$ cat src/rtl/trig_sequencer.sv
// Delayed trigger sequencer: arbitrates masked trigger edges, waits for downstream
// valid, applies a programmable delay, fires a one-cycle pulse, then enforces holdoff.
module trig_sequencer #(
  parameter int N_SRC     = 4,
  parameter int CNT_WIDTH = 16,
  localparam int SW       = (N_SRC > 1) ? $clog2(N_SRC) : 1
) (
  input  logic                 clk,
  input  logic                 resetn,
  input  logic                 arm,
  input  logic                 abort,
  input  logic                 mode_continuous,
  input  logic [N_SRC-1:0]     src_mask,
  input  logic [N_SRC-1:0]     trig_in,
  input  logic                 valid,
  input  logic [CNT_WIDTH-1:0] delay,
  input  logic [CNT_WIDTH-1:0] holdoff,
  output logic                 trig_out,
  output logic [SW-1:0]        src_id,
  output logic                 armed,
  output logic                 busy,
  output logic [31:0]          trig_count
);

  typedef enum logic [2:0] {
    IDLE       = 3'd0,
    ARMED      = 3'd1,
    WAIT_VALID = 3'd2,
    DELAY      = 3'd3,
    FIRE       = 3'd4,
    HOLDOFF    = 3'd5
  } state_t;

  state_t               state;
  state_t               next_state;
  logic [N_SRC-1:0]     trig_in_d;
  logic [N_SRC-1:0]     rise;
  logic                 any_rise;
  logic [SW-1:0]        win_idx;
  logic [CNT_WIDTH-1:0] cnt;
  logic                 cnt_zero;

  assign rise     = trig_in & ~trig_in_d & src_mask;
  assign any_rise = |rise;
  assign cnt_zero = (cnt == {CNT_WIDTH{1'b0}});

  // Fixed-priority encoder: scanning downward lets the lowest index win.
  always_comb begin
    win_idx = {SW{1'b0}};
    for (int i = N_SRC - 1; i >= 0; i--) begin
      if (rise[i]) begin
        win_idx = SW'(i);
      end else begin
        win_idx = win_idx;
      end
    end
  end

  // State register, edge-detect history and all registered outputs.
  always_ff @(posedge clk) begin
    if (!resetn) begin
      state      <= IDLE;
      trig_in_d  <= {N_SRC{1'b1}};
      trig_out   <= 1'b0;
      src_id     <= {SW{1'b0}};
      trig_count <= 32'd0;
    end else begin
      state     <= next_state;
      trig_in_d <= trig_in;
      trig_out  <= (next_state == FIRE);
      if (state == ARMED && any_rise && !abort) begin
        src_id <= win_idx;
      end
      if (state == FIRE && !abort) begin
        trig_count <= trig_count + 32'd1;
      end
    end
  end

  // Shared delay/holdoff counter; holds the remaining cycles of the current wait.
  always_ff @(posedge clk) begin
    if (!resetn) begin
      cnt <= {CNT_WIDTH{1'b0}};
    end else begin
      case (state)
        ARMED:      if (any_rise) cnt <= delay;
        WAIT_VALID: if (valid && !cnt_zero) cnt <= cnt - CNT_WIDTH'(1);
        DELAY:      if (!cnt_zero) cnt <= cnt - CNT_WIDTH'(1);
        FIRE:       if (holdoff != {CNT_WIDTH{1'b0}}) cnt <= holdoff - CNT_WIDTH'(1);
        HOLDOFF:    if (!cnt_zero) cnt <= cnt - CNT_WIDTH'(1);
        default:    cnt <= cnt;
      endcase
    end
  end

  // Next-state logic; abort overrides every other transition.
  always_comb begin
    next_state = state;
    if (abort) begin
      next_state = IDLE;
    end else begin
      case (state)
        IDLE:       next_state = arm ? ARMED : IDLE;
        ARMED:      next_state = any_rise ? WAIT_VALID : ARMED;
        WAIT_VALID: begin
          if (valid) begin
            next_state = cnt_zero ? FIRE : DELAY;
          end else begin
            next_state = WAIT_VALID;
          end
        end
        DELAY:      next_state = cnt_zero ? FIRE : DELAY;
        FIRE: begin
          if (holdoff == {CNT_WIDTH{1'b0}}) begin
            next_state = mode_continuous ? ARMED : IDLE;
          end else begin
            next_state = HOLDOFF;
          end
        end
        HOLDOFF: begin
          if (cnt_zero) begin
            next_state = mode_continuous ? ARMED : IDLE;
          end else begin
            next_state = HOLDOFF;
          end
        end
        default:    next_state = IDLE;
      endcase
    end
  end

  // Status decodes of the registered state.
  always_comb begin
    armed = (state == ARMED);
    busy  = (state != IDLE);
  end

endmodule

$ cat config.mk
export PLATFORM = sky130hd
export DESIGN_NAME = trig_sequencer
export DESIGN_NICKNAME = d
export VERILOG_FILES = /design/src/rtl/trig_sequencer.sv
export SDC_FILE = /design/constraint.sdc
export NUM_CORES = 1
export LEC_CHECK = 0
export BUFFER_PORTS_ARGS = -buffer_cell sky130_fd_sc_hd__buf_2
export CORE_ASPECT_RATIO = 1.75
export CORE_UTILIZATION = 54
export CTS_BUF_LIST = sky130_fd_sc_hd__clkbuf_16
export CTS_CLUSTER_SIZE = 12
export DETAILED_ROUTE_END_ITERATION = 6
export PLACE_DENSITY = 0.84
export SYNTH_ARGS = -nofsm -noshare
export SYNTH_HDL_FRONTEND = slang
export SYNTH_SLANG_ARGS = --single-unit
export TNS_END_PERCENT = 20
$ cat constraint.sdc
create_clock -name clk -period 3.01 [get_ports clk]
set_input_delay 0.1505 -clock clk [delete_from_list [all_inputs] [get_ports clk]]
set_output_delay 0.1505 -clock clk [all_outputs]
set_load 0.01 [all_outputs]
==> results.md, run 1 <==
- The flow ran to the end, and the final reports show no timing, DRC or antenna violations.
- The initial antenna violation count is 0.
- The worst setup path is launched from a register.
- The post-synthesis area per instance is 8.49 sq um.
- The number of detailed-route iterations in the first pass is 4.
- The via count is 3,264.
- After layout, the worst path uses 92.0% of the clock period.
- The achievable frequency is 361 MHz.
- The final period demand of the worst path is 2.77 ns.
- The maximum number of pins on one net before global-route repair is 34.
- The detail route stage leaves a number of antenna-violating nets equal to 0.
- The number of rows created at floorplan is 37.
- The horizontal die dimension is 61.5 um.
- The layout overhead on the synthesized area is 22.8%.
- The core region is 0.00593 sq mm.
- The average wire per cell in the routed design is 15.2 um.
- Yosys mapped the design onto 55 distinct sky130hd cell types.
- The end-of-flow core utilization is 69.3%.
- The critical path start-end classification is reg -> reg.
- The clock group share of total power is 50.3%.
- Net switching is 23.9% of the power.
- The quantity of I/O buffers inserted on ports is 82.
- The most used flip-flop cell after synthesis is sky130_fd_sc_hd__dfxtp_1.
- The number of clock sinks is 58.
- The number of hold buffers added after CTS is 0.
- The total inserted antenna cells is 0.
- The total half-perimeter wirelength after legalization and detailed placement is 6390 um.
- Across the VDD grid, the largest voltage drop is 0.442 mV.
- The finished layout holds 560 standard cells, fillers aside.
- Summing every instance area after synthesis gives 0.00334 sq mm.
- For this run, the total global-route usage over all layers was measured as 28.5%.
- Setup repair after global routing left no endpoint under its margin.
- In this run, placement finished with an instance count of 544.
- The flip-flop and latch count after synthesis is 58.
- In this run, flip-flops and latches consume 40.6% of the power.
- In this run, synthesis inferred 0 flip-flops with an integrated enable.
- The highest metal layer used by the detailed router is met4.
- For this block, wires on met1 add up to 3060 um.
- STA classifies the critical path endpoint as a register.
- The floorplan step defined a die boundary enclosing 0.00652 sq mm.
- The later-pin clock latency in the skew report is 0.32 ns.
- Of the total power, combinational logic draws 9.1%.
- The biggest fanout along the worst timing path is 10.
- The worst min-delay path category is in -> reg.
- The total CTS buffers is 9.
- The setup violation total in the final timing report is 0.
- The overall overflow remaining after global route is 0.
- The area taken by multi-input logic gates is 0.00207 sq mm.
- The slew at the pin closest to its max-slew limit is 0.585 ns.
- Across the routed clock network, the largest skew measured is 0.00462 ns.
- Of the synthesized area, sequential elements account for 34.7%.
- The clock tree root buffer cell is sky130_fd_sc_hd__clkbuf_16.
- At the end of the flow, the number of nets in the layout was 526.
- The violation count after the first detailed-route iteration is 166.
- After routing the design area is 0.00411 sq mm.
- The filler cell count is 532.
- The analysis attributes to net switching a power of 0.472 mW.
- The least setup slack across all paths after layout is 0.240 ns.
- The height of the die is 106 um.
- CTS built an H-tree with a depth of 3.
- The combined flip-flop and latch cell area is 0.00116 sq mm.
- The placed instances occupy a cell area of 0.00381 sq mm.
- The internal power of the cells totals 1.50 mW.
- The data arrival time of the critical path is 2.96 ns.
- The Yosys step of the flow raised 0 warnings.
- The data required time at the worst endpoint is 3.20 ns.
- The number of nets produced by synthesis is 443.
- The post-CTS repair timing setup buffer count is 0.
- The first global-routing pass estimated 14,000 um of wire.
- Measured against its own limit, the worst slew margin works out to 61.0%.
- The number of I/O pins is 83.
- The tool flagged a number of max-cap violations equal to 0.
- Counting flops with an async set or reset pin after synthesis yields a share of 0%.
- The static leakage power is 1.75 nW.
- Routability-driven placement finished with a final weighted congestion of 0.937.
- The post-detailed-route via-to-cell ratio is 5.83.
- The via count of the first global-routing pass was 3,280.
- Gates resized during post-CTS repair numbered 0.
- The count of final max-slew check failures is 0.
- Clock-pin slew was measured on the worst setup and hold paths at 0.05 ns.
- The number of hold-slack violations in the final timing report came to 0.
- The post-placement setup slack is 0.308 ns.
- In this run the power density over the cells is 480 mW/mm^2.
- For this configuration, the core starts out at a cell density of 56.4%.
- The longest clock path from root to sink contains 2 buffers.
- In the synthesized netlist, the number of instances is 394.
- The post-route netlist has 27.0% of its cells at a drive strength greater than 1.
- Wires add up to 8540 um.
- After detailed routing, the met3 layer carries 380 um of wire.
- The length of routed met2 wiring is 4860 um.
- The total negative slack for setup checks is 0 ns.
- After detailed routing, the number of remaining DRC violations is 0.
- TritonCTS built the clock tree.
[sequential cells by signal, summed over array words and instances (netlist names)]
register    flops
cnt            16
trig_out        1
trig_in_d       4
src_id          2
trig_count     32
state           3
[worst max-delay path, cell delays in order, from the launching register on]
cell,delay (ns)
sky130_fd_sc_hd__dfxtp_1,0.44
sky130_fd_sc_hd__and3b_1,0.39
sky130_fd_sc_hd__nor3_1,0.27
sky130_fd_sc_hd__or2_2,0.17
sky130_fd_sc_hd__ha_1,0.20
sky130_fd_sc_hd__o21ai_1,0.16
sky130_fd_sc_hd__nor4_4,0.48
sky130_fd_sc_hd__nand4_1,0.19
sky130_fd_sc_hd__xnor2_1,0.21
sky130_fd_sc_hd__o221ai_1,0.12
[power by group through the flow]
stage / Clock (mW) / Combinational [mW] / Sequential (mW)
floorplan: 0 / 0.115 / 0.809
detailed placement: 0 / 0.177 / 0.815
finish: 0.990 / 0.179 / 0.800
CTS: 1.01 / 0.178 / 0.799
global route: 1.05 / 0.196 / 0.802
global placement: 0 / 0.173 / 0.815
[cell usage in the layout (no fill, tap or decap), drive strengths merged, types with 7 or more instances in the layout]
master / Yosys / routed
dfxtp: 58 / 58
clkbuf: 8 / 9
nor2: 41 / 41
nor2b: 9 / 9
mux2i: 12 / 12
a21oi: 17 / 17
nand4: 10 / 10
or3: 8 / 8
o21ai: 17 / 17
xnor2: 20 / 20
nor4: 11 / 11
xor2: 18 / 18
nor3: 14 / 14
nand2b: 7 / 7
a31oi: 8 / 8
buf: 10 / 90
nand2: 39 / 39
and3: 12 / 12
nand3: 20 / 20
[cell usage after synthesis (all sizes together), types with 10 or more instances]
| master | n | share of area (%) |
|---|---|---|
| nor4 | 11 | 3.4 |
| nor3 | 14 | 3.0 |
| nand3 | 20 | 3.1 |
| and3 | 12 | 2.2 |
| nand4 | 10 | 2.1 |
| xnor2 | 20 | 5.2 |
| nor2 | 41 | 4.6 |
| a21oi | 17 | 2.7 |
| mux2i | 12 | 3.6 |
| dfxtp | 58 | 35 |
| nand2 | 39 | 4.7 |
| o21ai | 17 | 2.5 |
| xor2 | 18 | 4.7 |
| buf | 10 | 2.1 |
[layout make-up]
class,count,share of cell area (%)
timing repair buffer,90,11.5
inverter,4,0.366
tap,78,2.38
clock buffer,9,5.48
multi-input combinational,314,50.3
sequential,58,28.3
clock inverter,7,1.71
[logic make-up after synthesis]
| group | share of synthesized area, % |
|---|---|
| xor gates and xnor gates | 9.95 |
| adders and majority gates | 1.12 |
| AOI/OAI and AO/OA | 12.7 |
| and+or+nand+nor | 34.1 |
| buffers and inverters | 3.48 |
| muxes | 3.93 |
| DFF | 34.7 |
[per-stage QoR]
step / power, mW / hold slack (ns)
6_report: 1.97 / 0.0311
5_1_grt: 2.05 / 0.0261
4_1_cts: 1.99 / 0.0174
3_5_place_dp: 0.992 / 0.352
3_3_place_gp: 0.988 / 0.349
2_1_floorplan: 0.924 / 0.252
[path summary, 6_finish.rpt]
path	slack, ns	to	start	depth (start not counted)
max	0.24	cnt[12]	state[0]	9
min	0.03	trig_in_d[0]	trig_in[0]	2
max reg2reg	0.24	cnt[12]	state[0]	9
min reg2reg	0.49	src_id[0]	src_id[0]	2
[layer usage]
layer  vias up  global-route usage (%)
li1       1585                       -
met1      1554                    26.9
met5         -                       0
met3        17                    6.57
met2       108                    53.9
met4         0                    12.9
No activity file was read; power rests on OpenSTA's default activity.
==> run 2, diff against run 1 <==
BUFFER_PORTS_ARGS = -buffer_cell sky130_fd_sc_hd__buf_4   (was -buffer_cell sky130_fd_sc_hd__buf_2)
==> results.md, run 2 (same netlist as run 1, synthesis figures left out) <==
- The slowest stage of the critical path is the sky130_fd_sc_hd__nor4_4 cell.
- The number of detailed-route iterations in the first pass is 4.
- The detailed router finished its first iteration with 167 violations.
- In this run, CTS created clock tree buffers numbering 9.
- The via count of the first global-routing pass is 3,113.
- Once the floorplan was initialized, standard cells occupied 56.4% of the core.
- The count of H-tree levels built during CTS is 3.
- In the final layout, the registers with the most flip-flops are trig_count (32), cnt (16), trig_in_d (4).
- The total negative slack for setup checks is 0 ns.
- The global-route total usage across every layer is 28.2%.
- Setup violations remaining at the end of the flow were counted as 0.
- After floorplanning, the core was divided into 37 placement rows.
- The biggest fanout along the worst timing path is 10.
- The total inserted antenna cells is 0.
- The detail route stage leaves a number of antenna-violating nets equal to 0.
- The total power per unit cell area is 499 mW/mm^2.
- At the pin with the least slew margin, the transition time is 0.585 ns.
- The achievable frequency is 384 MHz.
- Fill cells in the final layout number 468.
- The cell count after placement is 543.
- The kind of cell adding the most delay to the critical path is simple AND/OR/NAND/NOR gates.
- In this run the static leakage power is 1.82 nW.
- The data required time at the worst endpoint is 3.20 ns.
- The weighted congestion reported at the end of routability-driven placement is 0.937.
- The quantity of I/O buffers inserted on ports is 82.
- Once layout is complete, the cells apart from fillers number 559.
- The number of I/O pins is 83.
- The number of buffer and inverter stages on the critical path is 0.
- In this run the worst hold path is classified as in -> reg.
- For this block, the via count after detailed routing is 3,290.
- The flow ran to the end, and the final reports show no timing, DRC or antenna violations.
- Leaving out fill and tap cells, the most frequent cell in the layout is sky130_fd_sc_hd__buf_4.
- The count of final max-slew check failures came to 0.
- After detailed routing, the number of remaining DRC violations is 0.
- The biggest cell delay along the critical path is 0.45 ns.
- The overall overflow remaining after global route is 0.
- The average wire per cell in the routed design is 15.4 um.
- Headroom to the max-slew limit came out at 61.0%.
- The count of cells resized by post-cts repair is 0.
- After clock tree synthesis, the setup repair step added 0 buffers.
- The number of hold-slack violations in the final timing report was 0.
- Buffers inserted to repair hold after CTS numbered 0.
- TritonCTS built the clock tree.
- Counting I/O delays and the setup requirement, the final critical path takes 2.60 ns.
- Across the run, the number of max-cap violations was 0.
- On the final layout, the worst clock skew is 0.00850 ns.
- The clock reaches the later pin of the worst-skew pair after 0.32 ns.
- Ranked by flip-flop count, first place goes to trig_count.
- The total half-perimeter wirelength after legalization and detailed placement is 6200 um.
- After clock tree synthesis, the clock-pin slew on the worst setup and hold paths is 0.05 ns.
- The signal on the critical path passes through and3b_1, nor3_1, or2_2, ha_1, o21ai_1, nor4_4, nand4_1, xnor2_1, o221ai_1.
- The critical path is of the reg -> reg type.
- Data arrives at the worst endpoint at 2.80 ns.
- The initial antenna violation count is 0.
- From left edge to right edge, the die measures 61.5 um.
- The die is 106 um tall.
- The floorplan step defined a die boundary enclosing 0.00652 sq mm.
- The clock tree root buffer cell is sky130_fd_sc_hd__clkbuf_16.
- The routed design has 8610 um of wire.
- The worst setup path is launched from a register.
- The count of nets after finishing is 525.
- STA classifies the critical path endpoint as a register.
- Entering global routing, the biggest net connects 35 pins.
- In the final layout, the share of cells above drive strength 1 is 26.6%.
- From synthesis to final layout, the design area changed by 30.2%.
- CTS saw 58 sinks.
- The placeable core area is 0.00593 sq mm.
- The share of the clock period used by the worst path after layout is 86.5%.
- The library cells used most frequently in the layout, excluding fill and tap cells, are sky130_fd_sc_hd__buf_4 (89), sky130_fd_sc_hd__dfxtp_1 (58), sky130_fd_sc_hd__nor2_1 (41).
- The maximum clock path buffer count is 2.
- Setup repair after global routing left no endpoint under its margin.
- The first global-routing pass estimated 13,900 um of wire.
- The register with the most flip-flops in the layout has 32 of them.
- In the routed layout, each cell is associated on average with a via count of 5.89.
- The peak supply drop is 0.319 mV.
## run 2: cell count changes in the layout (fill, tap and decap cells not counted)
cell / before / now
sky130_fd_sc_hd__buf_2: 82 / 0
sky130_fd_sc_hd__buf_4: 8 / 89
sky130_fd_sc_hd__bufinv_16: 1 / 3
sky130_fd_sc_hd__clkinv_2: 2 / 0
sky130_fd_sc_hd__clkinv_4: 0 / 2
sky130_fd_sc_hd__clkinvlp_4: 4 / 1
sky130_fd_sc_hd__inv_1: 3 / 4
## run 2: area by class of cell
cell class                      instances  area (sq um)  share of cell area (%)
Clock buffer                            9           225                    5.17
Sequential cell                        58          1160                    26.7
Tap cell                               78          97.6                    2.24
Timing Repair Buffer                   89           668                    15.3
Clock inverter                          7           119                    2.73
Multi-Input combinational cell        314          2070                    47.5
Inverter                                4          15.0                   0.345
## run 2: layer usage
layer | global-route usage (%) | vias up | wire length (um) | share of wire [%]
li1 | - | 1583 | - | -
met1 | 29.5 | 1569 | 3280 | 38
met2 | 49.2 | 112 | 4690 | 54
met3 | 5.72 | 26 | 328 | 3.8
met4 | 15.9 | 0 | 317 | 3.7
met5 | 0 | - | 0 | 0
## run 2: path summary, 6_finish.rpt
| kind | start | endpoint | slack [ns] | cells past startpoint |
|---|---|---|---|---|
| worst max-delay path | state[0] | cnt[12] | 0.41 | 9 |
| worst min-delay path | trig_in[2] | trig_in_d[2] | 0.02 | 2 |
| worst min register to register | src_id[0] | src_id[0] | 0.47 | 2 |
| worst max register to register | state[0] | cnt[12] | 0.41 | 9 |
## run 2: stage by stage
stage | worst slack (ns) | utilization [%] | hold WS (ns) | total power [mW] | instance area (sq um)
CTS | 0.435 | 73.5 | 0.0158 | 2.18 | 4350
global route | 0.268 | 73.5 | 0.0183 | 2.24 | 4350
finish | 0.407 | 73.5 | 0.0225 | 2.17 | 4350
floorplan | 0.699 | - | 0.252 | 0.924 | 3340
global placement | 0.492 | 67.7 | 0.348 | 1.01 | 4010
detailed placement | 0.437 | 67.7 | 0.348 | 1.01 | 4010
## run 2: worst reg2reg max path, cell delays in order (launching register included)
cell and delay, ns:
sky130_fd_sc_hd__dfxtp_1 0.44, sky130_fd_sc_hd__and3b_1 0.38, sky130_fd_sc_hd__nor3_1 0.23, sky130_fd_sc_hd__or2_2 0.16, sky130_fd_sc_hd__ha_1 0.20, sky130_fd_sc_hd__o21ai_1 0.16, sky130_fd_sc_hd__nor4_4 0.46, sky130_fd_sc_hd__nand4_1 0.16
sky130_fd_sc_hd__xnor2_1 0.17, sky130_fd_sc_hd__o221ai_1 0.12
## run 2: where the power goes
group / internal, mW / switching (mW)
clock network: 0.808 / 0.368
logic: 0.0935 / 0.104
registers: 0.785 / 0.0158
==> run 3, diff against run 2 <==
ABC_AREA = 1   (was not set)
CORE_UTILIZATION = 55   (was 54)
GPL_TIMING_DRIVEN = 1   (was not set)
==> results.md, run 3 <==
- The count of H-tree levels built during CTS is 3.
- The number of I/O pins is 83.
- The number of violations of the max-capacitance limit is 0.
- The combinational share of power is 11.6%.
- The number of nets produced by synthesis is 616.
- The cell sitting at the root of the clock tree is a sky130_fd_sc_hd__clkbuf_16.
- The worst-case headroom to the max-slew limit is 46.3%.
- The register with the most flip-flops in the layout has 32 of them.
- In this run the worst path has a maximum fanout of 18.
- The worst hold path passes through 2 cells.
- With fillers left out, the area of the finished cells amounts to 0.00458 sq mm.
- The tightest hold margin is 0.0175 ns.
- The share of the yosys chip area belonging to registers is 31.6%.
- The flow ran to the end, and the final reports show no timing, DRC or antenna violations.
- The die covers 0.00703 sq mm.
- The overall overflow remaining after global route is 0.
- The worst min-delay path category is in -> reg.
- The clock group share of total power is 46.1%.
- Power spread over the standard cell area amounts to 414 mW/mm^2.
- In the layout the commonest cells are sky130_fd_sc_hd__nand2_1 (143), sky130_fd_sc_hd__buf_4 (85), sky130_fd_sc_hd__nor2_1 (73).
- STA classifies the critical path startpoint as a register.
- The achievable frequency is 391 MHz.
- The post-CTS repair timing setup buffer count is 0.
- The number of clock sinks is 58.
- Of all cell types, the one taking the most synthesized area is sky130_fd_sc_hd__dfxtp_1.
- The CTS tree is yes.
- The aggregate routed wire length is 10,300 um.
- The violation count after the first detailed-route iteration is 324.
- After layout, the worst path uses 85.0% of the clock period.
- The later-pin clock latency in the skew report is 0.33 ns.
- The cell area after technology mapping is 0.00368 sq mm.
- The first global-routing pass estimated 16,700 um of wire.
- The most flop-heavy register is trig_count.
- STA puts the critical path data required time at 3.23 ns.
- At the worst endpoint, the arrival time is 2.77 ns.
- The slew at the pin closest to its max-slew limit is 0.804 ns.
- The clock transition time at the flip-flop clock pins of the worst setup and hold paths is 0.05 ns.
- The number of rows created at floorplan is 39.
- The library cell used most frequently in the layout, excluding fill and tap cells, is sky130_fd_sc_hd__nand2_1.
- The height of the die is 110 um.
- The flip-flop and latch count after synthesis is 58.
- The internal cell power is 1.42 mW.
- The largest registers in the layout are trig_count (32), cnt (16), trig_in_d (4).
- For this configuration, the core starts out at a cell density of 56.7%.
- The final period demand of the worst path is 2.56 ns.
- The placement-stage cell area is 0.00433 sq mm.
- For this run, the leading register cell type out of synthesis is sky130_fd_sc_hd__dfxtp_1.
- The count of final max-slew check failures is 0.
- For this run, the total global-route usage over all layers was measured as 30.9%.
- The via count of the first global-routing pass was 3,826.
- The longest clock path from root to sink contains 2 buffers.
- In this run the static leakage power is 2.02 nW.
- Measured along the x axis, the die boundary spans 63.8 um.
- The critical path start-end classification is reg -> reg.
- Setup repair after global routing left no endpoint under its margin.
- The peak supply drop is 0.343 mV.
- The maximum number of pins on one net before global-route repair is 25.
- The placeable core area is 0.00649 sq mm.
- The average wire per cell in the routed design is 14.1 um.
- The kind of end point of the critical path is a register.
- In the routed layout, each cell is associated on average with a via count of 5.44.
- Counting instances in the post-synthesis netlist gives the leading cell types as sky130_fd_sc_hd__nand2_1 (143), sky130_fd_sc_hd__nor2_1 (73), sky130_fd_sc_hd__dfxtp_1 (58).
- In this run switching power makes up 25.3% of total power.
- The count of nets after finishing is 697.
- The post-detailed-route DRC marker count is 0.
- The setup violation total in the final timing report is 0.
- The number of gates resized after CTS was 0.
- The count of synthesis-stage warnings from yosys is 0.
- The number of antenna diodes in the final layout is 0.
- Synthesis handed over a netlist of 567 instances.
- Counting cells, the worst reg-to-reg path comes to 14.
- The number of enable flip-flop cells after synthesis is 0.
- Per report_power, the sequential group accounts for 42.3% of the total.
- The total half-perimeter wirelength after legalization and detailed placement is 8040 um.
- After synthesis, the cell types taking the most area are sky130_fd_sc_hd__dfxtp_1 (32%), sky130_fd_sc_hd__nand2_1 (15%), sky130_fd_sc_hd__nor2_1 (7.4%).
- The net switching power of the design is 0.478 mW.
- Clock tree synthesis inserted a total of 9 buffers.
- The area share of the largest cell type after synthesis is 31.6%.
- The fraction of final layout cells sized beyond drive strength 1 is 23.8%.
- In this run the remaining antenna-violating nets after routing total 0.
- The number of detailed-route iterations in the first pass is 5.
- The weighted congestion reported at the end of routability-driven placement is 0.929.
- The number of hold buffers added after CTS was 0.
- A synthesized cell averages 6.49 sq um.
- After synthesis, the share of flip-flops with an asynchronous set or reset is 0%.
- In this run the tool buffered the top-level ports with 82 buffer cells.
- The initial antenna violation count came to 0.
- For this block, the via count after detailed routing is 3,996.
- In this run, distinct cell masters in the synthesized netlist total 40.
- The number of hold-slack violations in the final timing report is 0.
- Yosys instantiated no cell more often than sky130_fd_sc_hd__nand2_1.
- In the final timing run, aggregate negative setup slack is 0 ns.
- The area growth from synthesis to layout is 24.5%.
- On the final layout, the worst clock skew is 0.00580 ns.
run 3: cell types whose count changed in the layout (fill, tap and decap cells not counted), moves of 17 or more:
cell / delta
sky130_fd_sc_hd__nor2_1: +32
sky130_fd_sc_hd__nand2_1: +106
sky130_fd_sc_hd__xnor2_1: -17
sky130_fd_sc_hd__inv_1: +53
sky130_fd_sc_hd__a21oi_1: +21
sky130_fd_sc_hd__nand3_1: +26
run 3: final timing paths:
| path | startpoint | end | slack (ns) |
|---|---|---|---|
| setup / recovery | state[2] | cnt[10] | 0.45 |
| hold / removal | trig_in[0] | trig_in_d[0] | 0.02 |
| setup reg to reg | state[2] | cnt[10] | 0.45 |
| hold reg to reg | cnt[1] | cnt[1] | 0.49 |
run 3: power by group through the flow:
stage | combinational, mW | clock [mW] | sequential (mW)
after floorplan | 0.133 | 0 | 0.810
after global placement | 0.213 | 0 | 0.815
after detailed placement | 0.217 | 0 | 0.815
after CTS | 0.219 | 0.883 | 0.800
after global routing | 0.244 | 0.925 | 0.801
final | 0.220 | 0.872 | 0.801
run 3: area by class of cell:
cell class              count  area [sq um]
multi-input cells         435          2200
fillers                   609          1910
flip-flops and latches     58          1160
repair buffers             85           638
clock buffers               9           225
inverters                  59           223
well taps                  82           103
clock inverters             6          27.5
run 3: critical path, cell delays in order, from the launching register on:
cell	delay, ns
sky130_fd_sc_hd__dfxtp_1	0.54
sky130_fd_sc_hd__nor2_1	0.09
sky130_fd_sc_hd__nand2_2	0.26
sky130_fd_sc_hd__nand3_4	0.29
sky130_fd_sc_hd__o21ai_2	0.26
sky130_fd_sc_hd__ha_1	0.21
sky130_fd_sc_hd__inv_1	0.07
sky130_fd_sc_hd__nor2_4	0.13
sky130_fd_sc_hd__nand2_2	0.08
sky130_fd_sc_hd__nor2_2	0.17
sky130_fd_sc_hd__nand2_1	0.07
sky130_fd_sc_hd__nand2_1	0.06
sky130_fd_sc_hd__nand3_1	0.07
sky130_fd_sc_hd__nand2_1	0.08
sky130_fd_sc_hd__a21oi_1	0.06
run 3: metal layers:
layer,vias to the layer above,wire length (um),GRT usage (%)
met5,-,0,0
met4,0,449,20.9
met3,37,426,4.32
met2,133,5600,59.7
met1,1826,3860,29.7
li1,2000,-,-
run 3: metrics by stage:
stage / utilization [%] / std cells / worst slack (ns) / power (mW)
after floorplan: - / 567 / 1.09 / 0.944
after global placement: 66.6 / 719 / 0.552 / 1.03
after detailed placement: 66.6 / 719 / 0.466 / 1.03
after CTS: 70.5 / 734 / 0.460 / 1.90
after global routing: 70.5 / 734 / 0.201 / 1.97
final: 70.5 / 734 / 0.452 / 1.89
run 3: cells by family after synthesis:
group	synth area share (%)
AND/OR/NAND/NOR	44.7
buffers and inverters	8.61
AO/OA/AOI/OAI	11.3
flip-flops	31.6
XOR/XNOR	2.86
adder cells (fa/ha/maj)	1.02
